### config.mk
export PLATFORM = sky130hd
export DESIGN_NAME = button_pulse_gen
export DESIGN_NICKNAME = d
export VERILOG_FILES = /design/src/rtl/button_pulse_gen.sv
export SDC_FILE = /design/constraint.sdc
export NUM_CORES = 1
export LEC_CHECK = 0
export BUFFER_PORTS_ARGS = -buffer_cell sky130_fd_sc_hd__clkbuf_2
export CAP_MARGIN = 15
export CELL_PAD_IN_SITES_DETAIL_PLACEMENT = 1
export CELL_PAD_IN_SITES_GLOBAL_PLACEMENT = 1
export CORE_MARGIN = 2
export CORE_UTILIZATION = 49
export CTS_CLUSTER_SIZE = 28
export DETAILED_ROUTE_END_ITERATION = 8
export PLACE_DENSITY_LB_ADDON = 0.25
export SKIP_LAST_GASP = 1
export SLEW_MARGIN = 20
export SYNTH_ARGS = -nofsm -noshare
export SYNTH_HDL_FRONTEND = slang
export SYNTH_SLANG_ARGS = --single-unit
### constraint.sdc
create_clock -name clk -period 2.8 [get_ports clk]
set_input_delay 0.56 -clock clk [delete_from_list [all_inputs] [get_ports clk]]
set_output_delay 0.56 -clock clk [all_outputs]
set_load 0.01 [all_outputs]
### src/rtl/button_pulse_gen.sv
// Conditions one raw active-low pushbutton into a debounced level, a one-cycle press strobe
// and optional auto-repeat strobes while the button is held.
module button_pulse_gen #(
    parameter int unsigned STABLE_CYCLES = 500000,
    parameter int unsigned REPEAT_DELAY  = 25000000,
    parameter int unsigned REPEAT_RATE   = 10000000,
    parameter bit          REPEAT_EN     = 1'b0
) (
    input  logic clk,
    input  logic rst,
    input  logic btn_n,
    output logic pulse,
    output logic pressed,
    output logic long_press
);

    localparam int unsigned MaxSR  = (STABLE_CYCLES > REPEAT_RATE) ? STABLE_CYCLES : REPEAT_RATE;
    localparam int unsigned MaxCnt = (MaxSR > REPEAT_DELAY) ? MaxSR : REPEAT_DELAY;
    localparam int unsigned CntW   = $clog2(MaxCnt + 1);

    localparam logic [CntW-1:0] Zero     = '0;
    localparam logic [CntW-1:0] One      = CntW'(1);
    localparam logic [CntW-1:0] Stable   = CntW'(STABLE_CYCLES);
    localparam logic [CntW-1:0] StableM1 = CntW'(STABLE_CYCLES - 1);
    localparam logic [CntW-1:0] Delay    = CntW'(REPEAT_DELAY);
    localparam logic [CntW-1:0] DelayM1  = CntW'(REPEAT_DELAY - 1);
    localparam logic [CntW-1:0] RateM1   = CntW'(REPEAT_RATE - 1);

    typedef enum logic [2:0] {StArm, StReleased, StPressChk, StPressed, StRelChk} state_e;

    state_e          state_q, state_d;
    logic [1:0]      sync_q;
    logic            btn_s;
    logic [CntW-1:0] cnt_q, cnt_d;
    logic [CntW-1:0] hcnt_q, hcnt_d;
    logic [CntW-1:0] rcnt_q, rcnt_d;
    logic            pulse_d, pressed_d, long_d;

    assign btn_s = sync_q[1];

    always_ff @(posedge clk or negedge rst) begin
        if (!rst) begin
            sync_q     <= 2'b11;
            state_q    <= StArm;
            cnt_q      <= Zero;
            hcnt_q     <= Zero;
            rcnt_q     <= Zero;
            pulse      <= 1'b0;
            pressed    <= 1'b0;
            long_press <= 1'b0;
        end else begin
            sync_q     <= {sync_q[0], btn_n};
            state_q    <= state_d;
            cnt_q      <= cnt_d;
            hcnt_q     <= hcnt_d;
            rcnt_q     <= rcnt_d;
            pulse      <= pulse_d;
            pressed    <= pressed_d;
            long_press <= long_d;
        end
    end

    // cnt only ever climbs to Stable before a state change resets it, so it cannot wrap.
    always_comb begin
        state_d = state_q;
        cnt_d   = cnt_q;
        hcnt_d  = hcnt_q;
        rcnt_d  = rcnt_q;
        pulse_d = 1'b0;
        long_d  = long_press;
        unique case (state_q)
            StArm: begin
                if (!btn_s) begin
                    cnt_d = Zero;
                end else if (cnt_q >= StableM1) begin
                    state_d = StReleased;
                    cnt_d   = Zero;
                end else begin
                    cnt_d = cnt_q + One;
                end
            end
            StReleased: begin
                if (!btn_s) begin
                    state_d = StPressChk;
                    cnt_d   = One;
                end else begin
                    cnt_d = Zero;
                end
            end
            StPressChk: begin
                if (btn_s) begin
                    state_d = StReleased;
                    cnt_d   = Zero;
                end else if (cnt_q >= Stable) begin
                    state_d = StPressed;
                    cnt_d   = Zero;
                    hcnt_d  = Zero;
                    rcnt_d  = Zero;
                    long_d  = 1'b0;
                    pulse_d = 1'b1;
                end else begin
                    cnt_d = cnt_q + One;
                end
            end
            StPressed: begin
                if (btn_s) begin
                    state_d = StRelChk;
                    cnt_d   = One;
                end else if (hcnt_q < Delay) begin
                    cnt_d  = Zero;
                    hcnt_d = hcnt_q + One;
                    if (hcnt_q == DelayM1) begin
                        long_d  = 1'b1;
                        pulse_d = REPEAT_EN;
                        rcnt_d  = Zero;
                    end
                end else begin
                    // hcnt saturated: free-running repeat phase
                    cnt_d = Zero;
                    if (rcnt_q >= RateM1) begin
                        rcnt_d  = Zero;
                        pulse_d = REPEAT_EN;
                    end else begin
                        rcnt_d = rcnt_q + One;
                    end
                end
            end
            StRelChk: begin
                if (!btn_s) begin
                    state_d = StPressed;
                    cnt_d   = Zero;
                end else if (cnt_q >= Stable) begin
                    state_d = StReleased;
                    cnt_d   = Zero;
                    hcnt_d  = Zero;
                    rcnt_d  = Zero;
                    long_d  = 1'b0;
                end else begin
                    cnt_d = cnt_q + One;
                end
            end
            default: begin
                state_d = StArm;
                cnt_d   = Zero;
            end
        endcase
        pressed_d = (state_d == StPressed) || (state_d == StRelChk);
    end

endmodule

* Yosys cells after proc, flatten, opt, wreduce, memory -nomap -nowiden
Cells that the tools add are included.
** Word-level totals
- Input port bits :: 3
- ROM bits :: 0
- Memory bits (writable) :: 0
- Memories :: 0
- Output and inout bits :: 3
- Bits in latches :: 0
- Flip-flop bits (word level) :: 58
- Logic and storage cells :: 62
** Cells by class
- Equal/unequal tests :: 12
- Multiplexer cells :: 33
- $mul :: 0
- Div/mod/pow operators :: 0
- Reduce and logical (&&, ||, !) cells :: 5
- $add $sub $neg :: 2
- Shifts and indexed selects :: 0
- $lt $le $gt $ge :: 3
- Bitwise gates (word level) :: 0
** Operators with widths (count)
- $mux 25 :: 10
- $pmux 25 s5 :: 1
- $pmux 25 s3 :: 1
- $add 25x1->25 const B :: 2
- $ge 25x19->1 const B :: 2
- $eq 25x25->1 const B :: 1
- $lt 25x25->1 const B :: 1
- $mux 3 :: 8
- $pmux 3 s5 :: 1
- $mux 1 :: 11
- $ne 2x2->1 const B :: 5
- $eq 3x2->1 const B :: 3
- $eq 3x3->1 const B :: 2
- $reduce_and 6->1 :: 1
- $reduce_and 5->1 :: 1
- $eq 3x1->1 const B :: 1
- $logic_not 3->1 :: 1
- $pmux 1 s3 :: 1
- $reduce_bool 3->1 :: 1
- $logic_or 1x1->1 :: 1

* Depth between registers and ports, before layout
Gate-level depths: netlist (run 1).
- Depth in word-level cells :: 6
- Gate-level depth with buffers :: 8
- Gate-level depth less buffers :: 6

* Worst setup path after synthesis (run 1)
No wires, ideal clock.
- Path kind :: flip-flop to flip-flop
- Start :: register hcnt_q[10]
- End :: register hcnt_q[14]
- Period minus slack after synthesis :: 2.251 ns
- Setup slack :: 0.549 ns
- Setup time :: 0.078 ns
- Path buffers :: 1
- Arrival :: 2.173 ns
- Required time :: 2.722 ns
- Stages on the path, launching flop included :: 7
- Path through :: dfrtp_1 > or4_4 > o211a_4 > o22a_4 > buf_6 > or4_1 > a21oi_1
** Between the ends
- Longest elaborated chain between the ends :: 4
- Elaborated cells between the ends (all ways) :: 7
- Those cells by class :: add/sub (1); order compare (1); eq/ne (1); mux (3); reduce/logical (1)
** RTL lines
- from (decl) :: line 35 : logic [CntW-1:0] hcnt_q, hcnt_d;
- from (signal assigned) :: line 46 : hcnt_q <= Zero;
- from (signal assigned) :: line 55 : hcnt_q <= hcnt_d;
- $add 25x1->25 :: line 111 : hcnt_d = hcnt_q + One;
- $mux 25 :: line 109 : end else if (hcnt_q < Delay) begin
- $mux 25 :: line 106 : if (btn_s) begin
- $pmux 25 s3 :: line 71 : unique case (state_q)
Parallel ways exist; a longest one is shown, timed or not. The select of a mux whose other input is x is not followed.
A chain may end at the register's enable or synchronous reset.

* Worst setup path in the final report (run 1)
- Start :: register cnt_q[12]
- End :: register cnt_q[3]
** Between the ends
- Longest elaborated chain between the ends :: 4
- Elaborated cells between the ends (all ways) :: 8
- Those cells by class :: order compare (2); mux (6)
** RTL lines
- from (decl) :: line 34 : logic [CntW-1:0] cnt_q, cnt_d;
- from (signal assigned) :: line 45 : cnt_q <= Zero;
- from (signal assigned) :: line 54 : cnt_q <= cnt_d;
- $ge 25x19->1 (on tied branches) :: line 94, 132, 75
- $mux 25 (on tied branches) :: line 94, 132, 75
- $mux 25 (on tied branches) :: line 129, 73, 91
- $pmux 25 s5 (*) :: line 71
- via cnt_d[3] :: line 34
Mark *: on every way through the listed nets, which the timed path passes. The rest lies on a longest branch.

==> flow_summary.ini, run 1 <==
[place]
dp.cells = 398
detailed_place_hpwl_um = 5040
gp_congestion = 0.813
port_buffers = 5
dpl-instance-area_um2 = 3180
pre_cts_ws_ns = 0.355

[drt]
ant_nets = 0
finalWirelength_um = 7740
drt_first_iter_violations = 127
dr_total_vias = 2526
drc_errors = 0
detail_route.first_pass.iterations = 4
vias_per_cell = 6.12
wl_per_cell_um = 18.7

[power]
power.density_nw_per_um2 = 606
ir_drop_uv = 450
power.leakage_uw = 0.00143

[finish]
multi_input_area_um2 = 1540
area_delta_synth_final_pct = 10.4
antenna_cells = 0
n_fill_cell = 678
regArea_um2 = 1450
mostFrequentLayoutCells = dfrtp_1, nand2_1, nand3_1, nor2_1, a21oi_1
final_area_um2 = 3380
layout_commonest_cell = dfrtp_1
final_nets = 340
stdcell_count = 413
drive_above_1_share_pct = 9.76

[synthesis]
yosysWarnings = 0
synth_cell_type_count = 50
avgSynthCellArea_um2 = 9.51
ys.flop_type = dfrtp_1
synth-edff-count = 0
synthCells = 322
ys_async_sr_fraction_pct = 100
netlist_area_um2 = 3060
synth_seq_cells = 58
yosysSeqAreaShare_pct = 47.5

[worst_setup_path]
path_cells = or4_1 > nor4_1 > a2111oi_1 > a22oi_2 > nor2_1
worst_ep_arrival_time_ns = 2.72
slowest_stage = a22oi_2
reg2reg_from = cnt_q[12]$_DFF_PN0_
r2r_slack_ns = 0.25
max_stage_delay_ns = 0.75
end_kind = register
cp-startpoint = cnt_q[12]$_DFF_PN0_
crit_type = register to register
startpoint_type = register
crit_path_max_fanout = 18
required_ns = 2.98

[cts]
cts_buffers = 9
clockRootBuffer = clkbuf_8
cts_setup_buffers = 0
clk_pin_slew_ns = 0.06
clock_latency_ns = 0.34
cts_sinks = 58
cts_max_level = 3
hold_buffers = 0
cts_tree = yes
cts_resized = 0
clk_path_buf_depth = 2

[timing]
fmax_ghz = 0.393
slew_viol_final = 0
final.setup_skew_ns = 0.00943
fin_ws_ns = 0.254
slew_headroom_pct = 42.9
finalSetupViolCount = 0
hold_viol = 0
grt_setup_unrepaired = no
period_share_pct = 90.9
fin_setup_tns_ns = 0
worst_slew_pin_slew_ns = 0.857
fin_crit_ns = 2.55

[global_route]
antenna_found_initial = 0
track_usage_pct = 24.1
grt_pass1_vias = 2669
grt_max_degree = 28
grt_pass1_wl_um = 13500
overflow = 0

[floorplan]
core_area_um2 = 5990
num_rows = 28
die-height_um = 83.0
start_util_pct = 51.1
die-area_um2 = 6900
ioPinCount = 6
die_w_um = 83.0

[outcome]
outcome = finished clean

[min_path]
hold_class = input port to async pin

[job]
drv_cap = 0
==> worst max-delay path, delay by kind of cell, from the launching register on <==
family / cells / cell delay, ns
AO/OA/AOI/OAI: 2 / 0.94
flip-flops: 1 / 0.45
AND/OR/NAND/NOR: 3 / 0.99
==> final cells by class <==
cell class / count / area share, %
well taps: 75 / 2.78
clock inverters: 2 / 1.04
repair buffers: 8 / 1.41
flip-flops and latches: 58 / 43.0
multi-input cells: 247 / 45.7
clock buffers: 13 / 5.00
inverters: 10 / 1.11
==> layer usage <==
metal / global-route usage (%) / part of all wire, % / up-vias
li1: - / - / 1202
met1: 32.6 / 46 / 1264
met2: 39.1 / 49 / 45
met3: 3.38 / 2.8 / 15
met4: 9.69 / 2.0 / 0
met5: 0 / 0 / -
==> cells in the mapped netlist (3+ instances only) <==
master / number / area, um^2
inv_1: 10 / 37.5
o21ai_0: 8 / 40.0
or3_1: 6 / 37.5
and3_1: 11 / 68.8
o31ai_1: 11 / 82.6
or4_1: 9 / 67.6
a21oi_1: 15 / 75.1
o41ai_1: 3 / 26.3
nand2_1: 29 / 109
and2_1: 5 / 31.3
o2111ai_1: 3 / 26.3
nand2b_1: 7 / 43.8
nor2_1: 26 / 97.6
xnor2_1: 7 / 61.3
ha_1: 3 / 37.5
nor4_1: 7 / 43.8
nor3_1: 8 / 40.0
xor2_1: 10 / 87.6
and4_1: 4 / 35.0
mux2i_1: 7 / 70.1
clkbuf_1: 11 / 41.3
a31oi_1: 3 / 18.8
nand3_1: 26 / 130
nand4_1: 5 / 31.3
dfrtp_1: 56 / 1400
==> report_power, final <==
part,internal (uW),switching [uW]
sequential,889,80.6
combinational,93.8,172
clock,478,335
==> state kept, by name, indices dropped and copies added, names as in the netlist <==
signal,count
cnt_q,25
hcnt_q,25
state_q,3
sync_q,2
long_press,1
pressed,1
pulse,1
==> metrics by stage <==
step	total power (uW)	hold slack (ns)	util, %
4_1_cts	2060	0.273	56.4
5_1_grt	2140	0.295	56.4
6_report	2050	0.247	56.4
2_1_floorplan	1150	0.264	-
3_5_place_dp	1240	0.351	53.0
3_3_place_gp	1230	0.346	53.0
==> kinds of logic after synthesis <==
family	synth area share, %
AO/OA/AOI/OAI	15.1
XOR/XNOR	4.86
adder cells (fa/ha/maj)	1.23
buffers and inverters	2.94
flip-flops	47.5
multiplexers	2.29
other	0.122
AND/OR/NAND/NOR	25.9
==> path summary, 6_finish.rpt <==
kind                                          endpoint  depth (start not counted)
worst max-delay path                cnt_q[3]$_DFF_PN0_                          5
worst min register to register     sync_q[1]$_DFF_PN1_                          0
worst max register to register      cnt_q[3]$_DFF_PN0_                          5
min in group clk                   sync_q[0]$_DFF_PN1_                          1
max in group asynchronous       long_press$_DFFE_PN0P_                          2
worst min-delay path            hcnt_q[24]$_DFFE_PN0P_                          1
Note: power is estimated with default switching activity, not from simulation.
==> inputs of run 2 (changes only) <==
Settings changed: ABC_AREA set to 1, CORE_UTILIZATION 49 to 46.
==> run 2 against run 1 <==
- setup slack better by 0.46 ns
- sequential cell count stayed put
- largest power group unchanged
- non-clock buffer count is 1 higher
- register-to-register slack better by 0.46 ns
- sequential power is 3.1% lower
==> flow_summary.ini, run 2 <==
[global_route]
track_usage_pct = 25.0
grt_pass1_vias = 3609
antenna_found_initial = 0
grt_pass1_wl_um = 16800
overflow = 0
grt_max_degree = 59

[synthesis]
yosysTopAreaCell = dfrtp_1
synthTopCellsByCount = nand2_1, nor2_1, dfrtp_1
synthCells = 530
synth_seq_cells = 58
post-synth-top-area-fraction_pct = 38.9
yosysSeqAreaShare_pct = 40.3
netlist_area_um2 = 3600
synth-edff-count = 0
synthTopCellsByArea = dfrtp_1, nand2_1, nor2_1
yosysWarnings = 0
synth.most_common_cell = nand2_1
synth_cell_type_count = 31
avgSynthCellArea_um2 = 6.80
ys.flop_type = dfrtp_1
ys_async_sr_fraction_pct = 100

[place]
port_buffers = 5
pre_cts_ws_ns = 0.750
detailed_place_hpwl_um = 7050
gp_congestion = 0.942
dp.cells = 636

[floorplan]
die_w_um = 92.5
core_area_um2 = 7650
num_rows = 32
die-height_um = 92.5
die-area_um2 = 8560
ioPinCount = 6
start_util_pct = 47.1

[finish]
final_nets = 551
area_delta_synth_final_pct = 8.96
n_fill_cell = 1035
layout_commonest_cell = nand2_1
top_regs = cnt_q (25), hcnt_q (25), state_q (3)
stdcell_count = 652
drive_above_1_share_pct = 6.73
mostFrequentLayoutCells = nand2_1, nor2_1, dfrtp_1, nand3_1, inv_1
antenna_cells = 0

[power]
power.density_nw_per_um2 = 582
power.share.clock_pct = 35.7
p_sw_share_pct = 36.6
internal_power_uw = 1450
power.leakage_uw = 0.00175
power.switching_uw = 836
pwr-share-comb_pct = 23.1
pwr-share-seq_pct = 41.1
ir_drop_uv = 444

[timing]
period_share_pct = 74.5
grt_setup_unrepaired = no
fin_ws_ns = 0.714
fin_setup_tns_ns = 0
worst_slew_pin_slew_ns = 0.726
final.setup_skew_ns = 0.0156
finalSetupViolCount = 0
hold_viol = 0
slew_headroom_pct = 51.6
slew_viol_final = 0
fin_crit_ns = 2.09
fmax_ghz = 0.479

[drt]
wl_per_cell_um = 14.9
finalWirelength_um = 9730
ant_nets = 0
detail_route.first_pass.iterations = 4
drt_first_iter_violations = 127
vias_per_cell = 5.11
dr_total_vias = 3334
drc_errors = 0

[worst_setup_path]
end_kind = register
slowest_stage = dfrtp_1
path_buf_inv = 1
max_stage_delay_ns = 0.41
path_cells = nor2_1 > nand2_2 > buf_4 > nand2_2 > nand2_4 > nand2_1 > nand2_1
reg2regPathDepth = 7
startpoint_type = register
crit_family = simple AND/OR/NAND/NOR gates
cp.depth = 7
crit_path_max_fanout = 25
crit_type = register to register
worst_ep_arrival_time_ns = 2.33
required_ns = 3.04

[cts]
clockRootBuffer = clkbuf_8
clock_latency_ns = 0.35
cts_setup_buffers = 0
cts_tree = yes
hold_buffers = 0
clk_pin_slew_ns = 0.07
cts_max_level = 3
cts_buffers = 9
clk_path_buf_depth = 2
cts_sinks = 58
cts_resized = 0

[outcome]
outcome = finished clean

[min_path]
hold_class = input port to register
hold_depth = 1

[job]
drv_cap = 0
run 2: layout make-up:
type	instances	area, um^2	area share (%)
sequential	58	1450	37.0
clock inverter	5	55.1	1.40
timing repair buffer	9	55.1	1.40
inverter	52	195	4.97
multi-input combinational	415	1900	48.3
clock buffer	11	141	3.60
tap	102	128	3.25
run 2: cell families (layout without fill, tap and decap cells):
kind of cell	count (synthesis)	in the layout	share of synthesized area (%)
XOR/XNOR	27	27	6.56
AO/OA/AOI/OAI	14	14	2.67
other	1	6	0.104
AND/OR/NAND/NOR	365	365	41.8
flip-flops	58	58	40.3
adder cells (fa/ha/maj)	3	3	1.04
buffers and inverters	62	77	7.50
run 2: per-stage QoR:
| step | area (um^2) | total power, uW | util [%] | hold WS, ns |
|---|---|---|---|---|
| global placement | 3730 | 1450 | 48.8 | 0.345 |
| CTS | 3930 | 2300 | 51.3 | 0.282 |
| finish | 3930 | 2280 | 51.3 | 0.294 |
| detailed placement | 3730 | 1470 | 48.8 | 0.347 |
| floorplan | 3620 | 1340 | - | 0.264 |
| global route | 3930 | 2400 | 51.3 | 0.273 |
run 2: per-layer routing:
metal / track usage (%) / vias up / wire, um
met5: 0 / - / 0
met4: 8.46 / 0 / 206
met3: 4.64 / 18 / 172
met2: 46.7 / 27 / 5110
met1: 28.3 / 1621 / 4240
li1: - / 1668 / -
run 2: worst paths after layout:
kind | from | endpoint | slack [ns]
worst max-delay path | state_q[2]$_DFF_PN0_ | hcnt_q[24]$_DFFE_PN0P_ | 0.71
worst min-delay path | btn_n | sync_q[0]$_DFF_PN1_ | 0.29
worst max register to register | state_q[2]$_DFF_PN0_ | hcnt_q[24]$_DFFE_PN0P_ | 0.71
worst min register to register | sync_q[0]$_DFF_PN1_ | sync_q[1]$_DFF_PN1_ | 0.35
max in group asynchronous | rst | cnt_q[14]$_DFF_PN0_ | 1.96
min in group asynchronous | rst | hcnt_q[24]$_DFFE_PN0P_ | 0.36
run 2: power by group through the flow:
stage / Clock, uW / Combinational, uW / Sequential (uW)
6_report: 816 / 529 / 940
5_1_grt: 859 / 590 / 946
4_1_cts: 828 / 535 / 940
3_5_place_dp: 0 / 521 / 953
3_3_place_gp: 0 / 504 / 949
2_1_floorplan: 0 / 395 / 947
==> inputs of run 3 (changes only) <==
Settings changed: CORE_UTILIZATION 46 to 41.
Clock period 2.8 ns to 1.9 ns, I/O delays scaled along.
==> run 3 against run 2 <==
- clock-buffer cell count fell by 2
- combinational power rose by 72%
- clock skew fell by 0.0034 ns
- core utilization fell by 3.1 points
- routed wire length rose by 1.3%
- cell count rose by 3.2%
- sequential cell count did not move
- cell area rose by 6.2%
- critical path type unchanged
==> flow_summary.ini, run 3 (same netlist as run 2, synthesis figures left out) <==
[global_route]
grt_max_degree = 41
overflow = 0
antenna_found_initial = 0
track_usage_pct = 21.8
grt_pass1_wl_um = 17000
grt_pass1_vias = 3584

[drt]
vias_per_cell = 4.96
dr_total_vias = 3336
detail_route.first_pass.iterations = 4
ant_nets = 0
drc_errors = 0
finalWirelength_um = 9860
drt_first_iter_violations = 115
wl_per_cell_um = 14.7

[timing]
final.setup_skew_ns = 0.0122
fmax_ghz = 0.558
finalSetupViolCount = 0
period_share_pct = 94.4
fin_crit_ns = 1.79
slew_viol_final = 0
hold_slack_ns = 0.123
hold_viol = 0
fin_setup_tns_ns = 0
grt_setup_unrepaired = no

[cts]
clockRootBuffer = clkbuf_8
cts_max_level = 3
clock_latency_ns = 0.34
cts_tree = yes
clk_path_buf_depth = 2
cts_buffers = 9
clk_pin_slew_ns = 0.08
cts_sinks = 58
cts_setup_buffers = 0

[worst_setup_path]
crit_type = register to register
r2r_slack_ns = 0.11
required_ns = 2.17
startpoint_type = register
crit_path_max_fanout = 14
end_kind = register
worst_ep_arrival_time_ns = 2.06

[floorplan]
start_util_pct = 41.7
die-area_um2 = 9560
die_w_um = 97.8
num_rows = 34
core_area_um2 = 8640
ioPinCount = 6
die-height_um = 97.8

[power]
ir_drop_uv = 540
power.density_nw_per_um2 = 883
power_uw = 3680
power.leakage_uw = 0.00185

[finish]
multi_input_area_um2 = 1940
mostFrequentLayoutCells = nand2_1, nor2_1, dfrtp_1, nand3_1, inv_1
regArea_um2 = 1460
top_regs = cnt_q (25), hcnt_q (25), state_q (3)
n_fill_cell = 1132
drive_above_1_share_pct = 11.0
antenna_cells = 0
final_nets = 566
area_delta_synth_final_pct = 15.7
layout_commonest_cell = nand2_1

[job]
drv_cap = 0

[place]
detailed_place_hpwl_um = 7390
port_buffers = 5
gp_congestion = 0.895

[min_path]
hold_class = input port to register

[outcome]
outcome = finished clean
## run 3: power breakdown
| part | switching [uW] | internal (uW) | total, uW |
|---|---|---|---|
| clock network | 533 | 868 | 1400 |
| logic | 640 | 270 | 910 |
| registers | 54.3 | 1320 | 1370 |
| total | 1230 | 2450 | 3680 |
## run 3: final cells by class
| class | count | share of cell area (%) |
|---|---|---|
| Sequential cell | 58 | 34.9 |
| Multi-Input combinational cell | 415 | 46.5 |
| Clock inverter | 7 | 2.82 |
| Timing Repair Buffer | 24 | 4.74 |
| Tap cell | 108 | 3.24 |
| Inverter | 52 | 4.80 |
| Clock buffer | 9 | 2.97 |
## run 3: worst paths after layout
check | depth (start not counted) | to | start
setup / recovery | 8 | hcnt_q[23]$_DFFE_PN0P_ | hcnt_q[18]$_DFFE_PN0P_
hold / removal | 1 | sync_q[0]$_DFF_PN1_ | btn_n
setup reg to reg | 8 | hcnt_q[23]$_DFFE_PN0P_ | hcnt_q[18]$_DFFE_PN0P_
hold reg to reg | 0 | sync_q[1]$_DFF_PN1_ | sync_q[0]$_DFF_PN1_
max in group asynchronous | 3 | sync_q[0]$_DFF_PN1_ | rst
min in group asynchronous | 2 | hcnt_q[3]$_DFFE_PN0P_ | rst
## run 3: per-stage QoR
stage                     instances  util [%]  area (um^2)  setup WS, ns
after detailed placement        656      44.6         3850        0.0558
after CTS                       673      47.6         4110        0.0112
after global routing            673      48.3         4170       0.00885
final                           673      48.3         4170         0.107
after floorplan                 535         -         3620         0.250
after global placement          656      44.6         3850         0.151
## run 3: timing repair
action	CTS	global route
gates resized for setup	0	19
hold buffers	1	0
endpoints found under the hold margin	5	0
setup endpoints to repair	0	43
## run 3: metal layers
layer  wire, um  global-route usage (%)
met1       4460                    26.5
met2       5120                    39.8
met3        198                    3.94
met4         83                    5.98
met5          0                       0
## run 3: worst max-delay path, cell delays in order, from the launching register on
cell and delay [ns]:
dfrtp_1 0.46, nand2_1 0.12, nor2_1 0.07, a21boi_1 0.25, nand3_2 0.15, a21oi_4 0.28
buf_6 0.21, nand3_1 0.10, nand2_1 0.08
